## config.mk

```make
export PLATFORM = sky130hd
export DESIGN_NAME = gravity_drop_ctl
export DESIGN_NICKNAME = d
export VERILOG_FILES = /design/src/rtl/gravity_drop_pkg.sv /design/src/rtl/gravity_drop_ctl_tick_gen.sv /design/src/rtl/gravity_drop_ctl.sv
export SDC_FILE = /design/constraint.sdc
export NUM_CORES = 1
export LEC_CHECK = 0
export BUFFER_PORTS_ARGS = -buffer_cell sky130_fd_sc_hd__buf_2
export CAP_MARGIN = 20
export CORE_UTILIZATION = 32
export DETAILED_ROUTE_END_ITERATION = 7
export GPL_ROUTABILITY_DRIVEN = 0
export GPL_TIMING_DRIVEN = 1
export SLEW_MARGIN = 40
export SYNTH_ARGS = -nofsm -noshare
export SYNTH_HDL_FRONTEND = slang
export SYNTH_HIERARCHICAL = 1
export SYNTH_SLANG_ARGS = --single-unit
```

## constraint.sdc

```tcl
create_clock -name clk -period 4.9 [get_ports clk]
set_input_delay 0 -clock clk [delete_from_list [all_inputs] [get_ports clk]]
set_output_delay 0 -clock clk [all_outputs]
set_load 0.05 [all_outputs]
```

## src/rtl/gravity_drop_pkg.sv

```systemverilog
// Shared types and helpers for the gravity drop controller.
package gravity_drop_pkg;

  typedef enum logic [1:0] {
    IDLE     = 2'd0,
    AIRBORNE = 2'd1,
    LANDED   = 2'd2
  } drop_state_e;

  localparam int unsigned FRAC_DEF = 8;

  // Unsigned saturating clamp to an upper bound.
  function automatic logic [31:0] clamp_u(input logic [31:0] value, input logic [31:0] max);
    return (value > max) ? max : value;
  endfunction

endpackage

```

## src/rtl/gravity_drop_ctl_tick_gen.sv

```systemverilog
// Periodic physics tick: registered pulse once every DIV enabled cycles.
module tick_gen #(
  parameter int unsigned DIV = 10
) (
  input  logic clk,
  input  logic rst_n,
  input  logic en,
  output logic tick
);

  localparam int unsigned CW = (DIV > 2) ? $clog2(DIV) : 1;

  logic [CW-1:0] cnt;

  // Pulse is issued one count early so the registered tick lands exactly DIV cycles after enable.
  always_ff @(posedge clk) begin
    if (!rst_n || !en) begin
      cnt  <= '0;
      tick <= 1'b0;
    end else begin
      cnt  <= (cnt == CW'(DIV - 1)) ? '0 : cnt + CW'(1);
      tick <= (cnt == CW'(DIV - 2));
    end
  end

endmodule

```

## src/rtl/gravity_drop_ctl.sv

```systemverilog
// Click-launched sprite drop: fixed-point gravity integration, damped floor bounces, then rest.
module gravity_drop_ctl
  import gravity_drop_pkg::*;
#(
  parameter int unsigned CLK_FREQ     = 100_000_000,
  parameter int unsigned TICK_HZ      = 1000,
  parameter int unsigned H_RES        = 800,
  parameter int unsigned V_RES        = 600,
  parameter int unsigned PIC_WIDTH    = 64,
  parameter int unsigned PIC_HEIGHT   = 64,
  parameter int unsigned XY_W         = 12,
  parameter int unsigned FRAC         = FRAC_DEF,
  parameter int unsigned VW           = 20,
  parameter int unsigned GRAV         = 15,
  parameter int unsigned MAX_BOUNCES  = 2,
  parameter int unsigned DAMP_SHIFT   = 2,
  parameter int unsigned MIN_BOUNCE_V = 64,
  localparam int unsigned BW = (MAX_BOUNCES > 0) ? $clog2(MAX_BOUNCES + 1) : 1
) (
  input  logic            clk,
  input  logic            rst_n,
  input  logic            mouse_left,
  input  logic [XY_W-1:0] mouse_xpos,
  input  logic [XY_W-1:0] mouse_ypos,
  output logic [XY_W-1:0] xpos,
  output logic [XY_W-1:0] ypos,
  output logic [1:0]      state,
  output logic [BW-1:0]   bounce_cnt,
  output logic            landed
);

  localparam int unsigned TICK_DIV = CLK_FREQ / TICK_HZ;
  localparam int unsigned FLOOR    = V_RES - PIC_HEIGHT;
  localparam int unsigned XMAX     = H_RES - PIC_WIDTH;
  localparam int unsigned YW       = XY_W + FRAC + 1;
  localparam int unsigned YX       = YW + 1;
  localparam int unsigned VX       = VW + 1;

  localparam logic signed [YX-1:0] FLOOR_FX = YX'(FLOOR << FRAC);
  localparam logic signed [VX-1:0] VSAT_P   = {2'b00, {(VW - 1){1'b1}}};
  localparam logic signed [VX-1:0] VSAT_N   = -VSAT_P;
  localparam logic signed [VX-1:0] GRAV_W   = VX'(GRAV);
  localparam logic signed [VW-1:0] MIN_V    = VW'(MIN_BOUNCE_V);

  drop_state_e            state_q, state_d;
  logic                   mouse_left_q;
  logic signed [YW-1:0]   y_fx, yfx_d;
  logic signed [VW-1:0]   vy, vy_d;
  logic [XY_W-1:0]        xpos_d, ypos_d;
  logic [BW-1:0]          bcnt_d;
  logic                   landed_d;

  logic                   click_c;
  logic                   tick_en_c;
  logic                   tick;
  logic [XY_W-1:0]        x_clamp_c, y_clamp_c;
  logic signed [VX-1:0]   vy_sum;
  logic signed [VW-1:0]   vy_new, rebound;
  logic signed [YX-1:0]   y_sum;

  assign click_c   = mouse_left & ~mouse_left_q;
  assign tick_en_c = (state_q == AIRBORNE) && !click_c;
  assign x_clamp_c = XY_W'(clamp_u(32'(mouse_xpos), XMAX));
  assign y_clamp_c = XY_W'(clamp_u(32'(mouse_ypos), FLOOR));
  assign state     = state_q;

  tick_gen #(.DIV(TICK_DIV)) u_tick (
    .clk   (clk),
    .rst_n (rst_n),
    .en    (tick_en_c),
    .tick  (tick)
  );

  // Next-state, integrator and output-register inputs; a click overrides everything else.
  always_comb begin
    state_d  = state_q;
    xpos_d   = xpos;
    ypos_d   = ypos;
    yfx_d    = y_fx;
    vy_d     = vy;
    bcnt_d   = bounce_cnt;
    landed_d = 1'b0;

    vy_sum = VX'(vy) + GRAV_W;
    if (vy_sum > VSAT_P)      vy_new = VW'(VSAT_P);
    else if (vy_sum < VSAT_N) vy_new = VW'(VSAT_N);
    else                      vy_new = VW'(vy_sum);
    y_sum   = YX'(y_fx) + YX'(vy_new);
    rebound = vy_new - (vy_new >>> DAMP_SHIFT);

    case (state_q)
      IDLE: begin
        xpos_d = x_clamp_c;
        ypos_d = y_clamp_c;
      end
      AIRBORNE: begin
        if (tick) begin
          // Floor test uses the untruncated sum so a fast impact cannot wrap past it.
          if (y_sum >= FLOOR_FX) begin
            yfx_d  = YW'(FLOOR_FX);
            ypos_d = XY_W'(FLOOR);
            if ((32'(bounce_cnt) + 32'd1 <= MAX_BOUNCES) && (vy_new >= MIN_V)) begin
              vy_d   = -rebound;
              bcnt_d = bounce_cnt + BW'(1);
            end else begin
              vy_d     = '0;
              state_d  = LANDED;
              landed_d = 1'b1;
            end
          end else if (y_sum < 0) begin
            yfx_d  = '0;
            vy_d   = '0;
            ypos_d = '0;
          end else begin
            yfx_d  = YW'(y_sum);
            vy_d   = vy_new;
            ypos_d = y_sum[FRAC +: XY_W];
          end
        end
      end
      LANDED: ;
      default: state_d = IDLE;
    endcase

    if (click_c) begin
      xpos_d   = x_clamp_c;
      ypos_d   = y_clamp_c;
      yfx_d    = $signed({1'b0, y_clamp_c, {FRAC{1'b0}}});
      vy_d     = '0;
      bcnt_d   = '0;
      landed_d = 1'b0;
      if (32'(mouse_ypos) >= FLOOR) begin
        state_d  = LANDED;
        landed_d = 1'b1;
      end else begin
        state_d = AIRBORNE;
      end
    end
  end

  always_ff @(posedge clk) begin
    if (!rst_n) begin
      state_q      <= IDLE;
      mouse_left_q <= 1'b0;
      xpos         <= '0;
      ypos         <= '0;
      y_fx         <= '0;
      vy           <= '0;
      bounce_cnt   <= '0;
      landed       <= 1'b0;
    end else begin
      state_q      <= state_d;
      mouse_left_q <= mouse_left;
      xpos         <= xpos_d;
      ypos         <= ypos_d;
      y_fx         <= yfx_d;
      vy           <= vy_d;
      bounce_cnt   <= bcnt_d;
      landed       <= landed_d;
    end
  end

endmodule
```

After elaboration in Yosys (flattened, before gate mapping):

Cells that the tools add are included.

* register bits: 89
* input port bits: 27
* logic and storage cells: 88

* $add $sub $neg: 7
* $lt $le $gt $ge: 9
* equal/unequal tests: 8
* muxes and demuxes: 31
* bitwise gates (word level): 3
* reductions and logical operators: 19

Operators by type and width (number)
* two-way mux 20 bit: 8
* two-way mux 12 bit: 8
* two-way mux 21 bit: 2
* equality test 17 bit, second input constant: 2
* > comparator 12 x 10 -> 1 bit, second input constant: 2
* case mux 12 bit (2 select lines): 1
* adder 21 x 20 -> 22 bit: 1
* >= comparator 22 x 19 -> 1 bit, second input constant: 1
* less-than comparator 22 x 1 -> 1 bit, second input constant: 1
* adder 20 x 5 -> 21 bit, second input constant: 1
* > comparator 21 x 20 -> 1 bit, second input constant: 1
* less-than comparator 21 x 20 -> 1 bit, second input constant: 1
* >= comparator 20 x 8 -> 1 bit, second input constant: 1
* negator 20 bit: 1
* subtractor 20 x 18 -> 20 bit: 1
* adder 17 x 1 -> 17 bit, second input constant: 1
* >= comparator 12 x 10 -> 1 bit, second input constant: 1
* two-way mux 2 bit: 5
* AND reduction 4 bit: 2
* two-way mux 1 bit: 6
* != test 3 x 2 -> 1 bit, second input constant: 2
* AND reduction 2 bit: 3
* nonzero test 2 bit: 3
* OR reduction 2 bit: 3
* 15 further kinds: 19

Longest topological paths before layout:

* word-level depth: 11
* gate-level depth with buffers: 25
* gate-level depth less buffers: 24

By module:

Netlist, hierarchy kept.

Modules (own cells, without submodules)
* gravity_drop_ctl: times used 1, cells an instance 813, area an instance 6172.2 sq um
* tick_gen: times used 1, cells an instance 92, area an instance 873.3 sq um

Least setup slack after synthesis:

OpenSTA, ideal clock, no wires.

* path type: register -> register
* start point: reg vy[0]
* end point: reg vy[10]
* arrival: 4.843 ns
* data required time: 4.778 ns
* setup slack: -0.065 ns
* stages on the path, launching flop included: 24
* buffers on the path: 3
* clock period less this slack: 4.965 ns
* path through: dfxtp_1 inv_1 ha_1 nor3b_1 nor2_1 nand3_1 xor2_1 nor4_1 a31oi_1 clkbuf_1 o21ai_0 ha_1 or2_1 a21o_1 a21oi_1 a31o_2 o21ai_2 and4_4 a2111o_1 or2_1 buf_2 buf_2 o211ai_1 a21oi_1

* longest elaborated chain between the ends: 8

RTL lines
* start, declared: line gravity_drop_ctl.sv:48 `logic signed [VW-1:0] vy, vy_d;`
* start signal, assigned: line gravity_drop_ctl.sv:157 `vy <= vy_d;`
* adder 20 x 5 -> 21 bit (*): line gravity_drop_ctl.sv:84 `vy_sum = VX'(vy) + GRAV_W;`
* less-than comparator 21 x 20 -> 1 bit: line gravity_drop_ctl.sv:86 `else if (vy_sum < VSAT_N) vy_new = VW'(VSAT_N);`
* two-way mux 20 bit: line gravity_drop_ctl.sv:86
* two-way mux 20 bit (*): line gravity_drop_ctl.sv:85 `if (vy_sum > VSAT_P) vy_new = VW'(VSAT_P);`
* subtractor 20 x 18 -> 20 bit (tied with other cells): line gravity_drop_ctl.sv:89 `rebound = vy_new - (vy_new >>> DAMP_SHIFT);`
* negator 20 bit (tied with other cells): line gravity_drop_ctl.sv:103 `vy_d = -rebound;`
* two-way mux 20 bit (on tied branches): line gravity_drop_ctl.sv:102, gravity_drop_ctl.sv:110
* two-way mux 20 bit (*): line gravity_drop_ctl.sv:99 `if (y_sum >= FLOOR_FX) begin`

Mark *: on every way between the ends. The rest lies on a longest branch, timed or not.
A chain may end at the register's enable or synchronous reset.

Worst setup path after layout:

* start point: reg vy[0]
* end point: reg vy[18]

The elaborated chain is that of the path after synthesis.

==> results.cfg <==
[yosys]
synth_area_leaders = dfxtp_1 (25%), ha_1 (8.2%), xnor2_1 (5.5%), a21oi_1 (5.3%), nor2_1 (3.9%)
synth_cells = 905
syn-num-nets = 980
ys_types = 79
synthDominantCellAreaShare_pct = 25.3
syn_avg_cell_area_um2 = 7.79
synth_seq_cells = 89
async_flop_share_pct = 0
yosysTopAreaCell = dfxtp_1
synth_flop_cell = dfxtp_1
synth_area_um2 = 7050
ys_warn_count = 6
ys_seq_area_share_pct = 25.3
synth_edf_count = 0

[timing]
worstMarginPinSlew_ns = 0.780
fin_worst_skew_ns = 0.0109
min_period_ns = 4.90
slew_headroom_pct = 47.5
maxSlewViolCount = 0
finalHoldViolCount = 0
final-setup-viol-count = 1
finalWorstSetupSlack_ns = -0.000633
period_share_pct = 100
rsz0062_at_grt = yes
max_freq_mhz = 204

[route]
via_count = 7619
routed_via_density = 5.63
drt-total-wl_mm = 23.1
antenna_left = 0
first_pass_iters = 5
detail_route.wl_per_cell_um = 17.0
route.detailed.drc = 0
drt_iter0_drc = 481

[clock_tree]
cts-htree-levels = 3
clockBufferDepth = 2
cts_tree = done
cts_buffers = 9
clkSlewWorstSetupHoldPaths_ns = 0.07
cts.sinks = 89
cts_root_buf = clkbuf_16
worstSkewPairLatency_ns = 0.36

[worst_setup_path]
crit_required_ns = 5.16
rrSetupSlack_ns = -0.0006
cp.buffers_inverters = 6
cpPeakStageDelay_ns = 0.57
critPathMaxFanout = 8
worstSetupEndpointType = register
worstSetupStartpointType = register
critPathSlowestCell = or4_4
path_common_cell = buf_4
critical_path_arrival_ns = 5.16
worstSetupPathType = register to register
crit_family = compound AO/OA/AOI/OAI gates
crit_chain = buf_6 > or4_4 > nand3_4 > xor2_2 > nor4_1 > a31oi_1 > buf_4 > buf_6 > o21ai_4 > inv_2 > buf_4 > buf_4 > fa_2 > a21oi_4 > o211ai_1 > a31oi_2 > a211oi_4 > a311oi_2 > o21bai_1 > a21oi_2 > xor2_1 > o2111ai_1 > a31oi_1

[pwr]
power_leakage_nw = 3.75
ir_worst_vdd_mv = 0.162
p_total_mw = 1.62
p_per_area_nw_per_um2 = 168

[final_layout]
fin_area_um2 = 9660
final_common_cell = buf_4
syn2layout_area_growth_pct = 37.1
n_antenna_cell = 0
final_nets = 1148
fin_cells = 1353
final_cell_mix = buf_4 (123), dfxtp_1 (87), nor2_1 (73)
nFillCells = 2015
drive_above_1_share_pct = 31.3

[floorplanning]
fp-row-count = 53
core-area_um2 = 21300
start_util_pct = 33.1
dieArea_um2 = 22600
ios = 56
die_x_um = 150
die_y_um = 150

[min_path]
hold_class = input pin to register

[placed_design]
dp.final_hpwl_mm = 16.0
placed_cells = 1284
port_buffers = 55
placed_area_um2 = 8230

[flow_run]
drv_cap = 0

[global_routing]
grt_pass1_wl_mm = 36.5
grt_max_degree = 37
antenna_found_initial = 0
overflow = 0
grt_pass1_vias = 7197
grt_usage_pct = 20.3

[status]
violations = setup timing
status = finished with violations
## metal layers
layer  vias up  global-route usage [%]  routed length [um]
li1       3700                       -                   -
met1      3644                    27.3               10700
met2       247                    32.9               10700
met3        28                    3.55                1330
met4         0                    6.06                 361
met5         -                       0                   0
## flip-flops by register name, summed over array words and instances (netlist names)
name          cells
y_fx             21
mouse_left_q      1
u_tick/cnt       17
bounce_cnt        2
ypos             12
landed            1
state             2
u_tick/tick       1
vy               20
xpos             12
## repair_timing
item                                   4_1_cts  5_1_grt
endpoints found under the hold margin       15        0
hold buffers                                15        0
resized for setup                           43       93
pin swaps                                   25       54
buffers inserted                            24       16
gates cloned                                 2        0
setup endpoints to repair                   51       53
## per-stage QoR
stage / hold WS (ns) / util, % / setup TNS, ns / worst slack (ns)
floorplan: 0.122 / - / 0 / 0.0168
global placement: 0.231 / 38.6 / -6.81 / -0.234
global route: 0.0308 / 45.4 / -3.55 / -0.182
CTS: 0.00816 / 42.8 / 0 / 0.00103
detailed placement: 0.240 / 38.7 / -8.01 / -0.283
finish: 0.0246 / 45.4 / -0.000633 / -0.000633
## Yosys cell counts, types with 6 or more instances
cell / instances
a21oi_1: 74
a211oi_1: 10
a22oi_1: 12
o21ai_1: 6
ha_1: 46
a21o_1: 8
nand2_1: 57
nor2_1: 74
dfxtp_1: 89
nor3_1: 25
nand4_1: 30
o21a_1: 16
o21ai_0: 51
and3_1: 16
o2111ai_1: 6
nand3_1: 38
xor2_1: 19
nor2b_1: 14
buf_6: 9
nor4_1: 9
inv_1: 38
clkbuf_1: 24
buf_2: 13
o211ai_1: 20
nand2b_1: 10
xnor2_1: 44
a31oi_1: 35
o31ai_1: 6
## final timing paths
check | startpoint | depth (start not counted) | end
worst max-delay path | vy[0]$_SDFFE_PP0P_ | 23 | vy[18]$_SDFFE_PP0P_
worst min-delay path | mouse_ypos[0] | 3 | y_fx[8]$_SDFFE_PN0P_
worst max register to register | vy[0]$_SDFFE_PP0P_ | 23 | vy[18]$_SDFFE_PP0P_
worst min register to register | xpos[8]$_SDFFE_PN0P_ | 2 | xpos[8]$_SDFFE_PN0P_
## tightest hold or removal path, delay by kind of cell
family          cells  cell delay (ns)
compound gates      2             0.21
buf+inv             1             0.12
## power breakdown
group / switching [mW] / internal [mW]
Combinational: 0.116 / 0.0572
Sequential: 0.0105 / 0.738
Clock: 0.341 / 0.359
## area by class of cell
cell class | count | area, um2 | area share [%]
Multi-Input combinational cell | 722 | 5450 | 56.4
Sequential cell | 89 | 1780 | 18.5
Timing Repair Buffer | 211 | 1640 | 17.0
Tap cell | 275 | 344 | 3.56
Clock buffer | 9 | 225 | 2.33
Inverter | 40 | 150 | 1.55
Clock inverter | 7 | 71.3 | 0.738
## logic make-up (layout without fill, tap and decap cells)
logic type	after synthesis	after routing	share of synthesized area, %
simple gates	320	320	24.5
compound gates	287	287	26.5
buf+inv	94	267	6.54
flops	89	89	25.3
xor+xnor	63	63	7.83
fa+ha+maj	48	48	8.74
mux	4	4	0.568
Note: power is estimated with default switching activity, not from simulation.
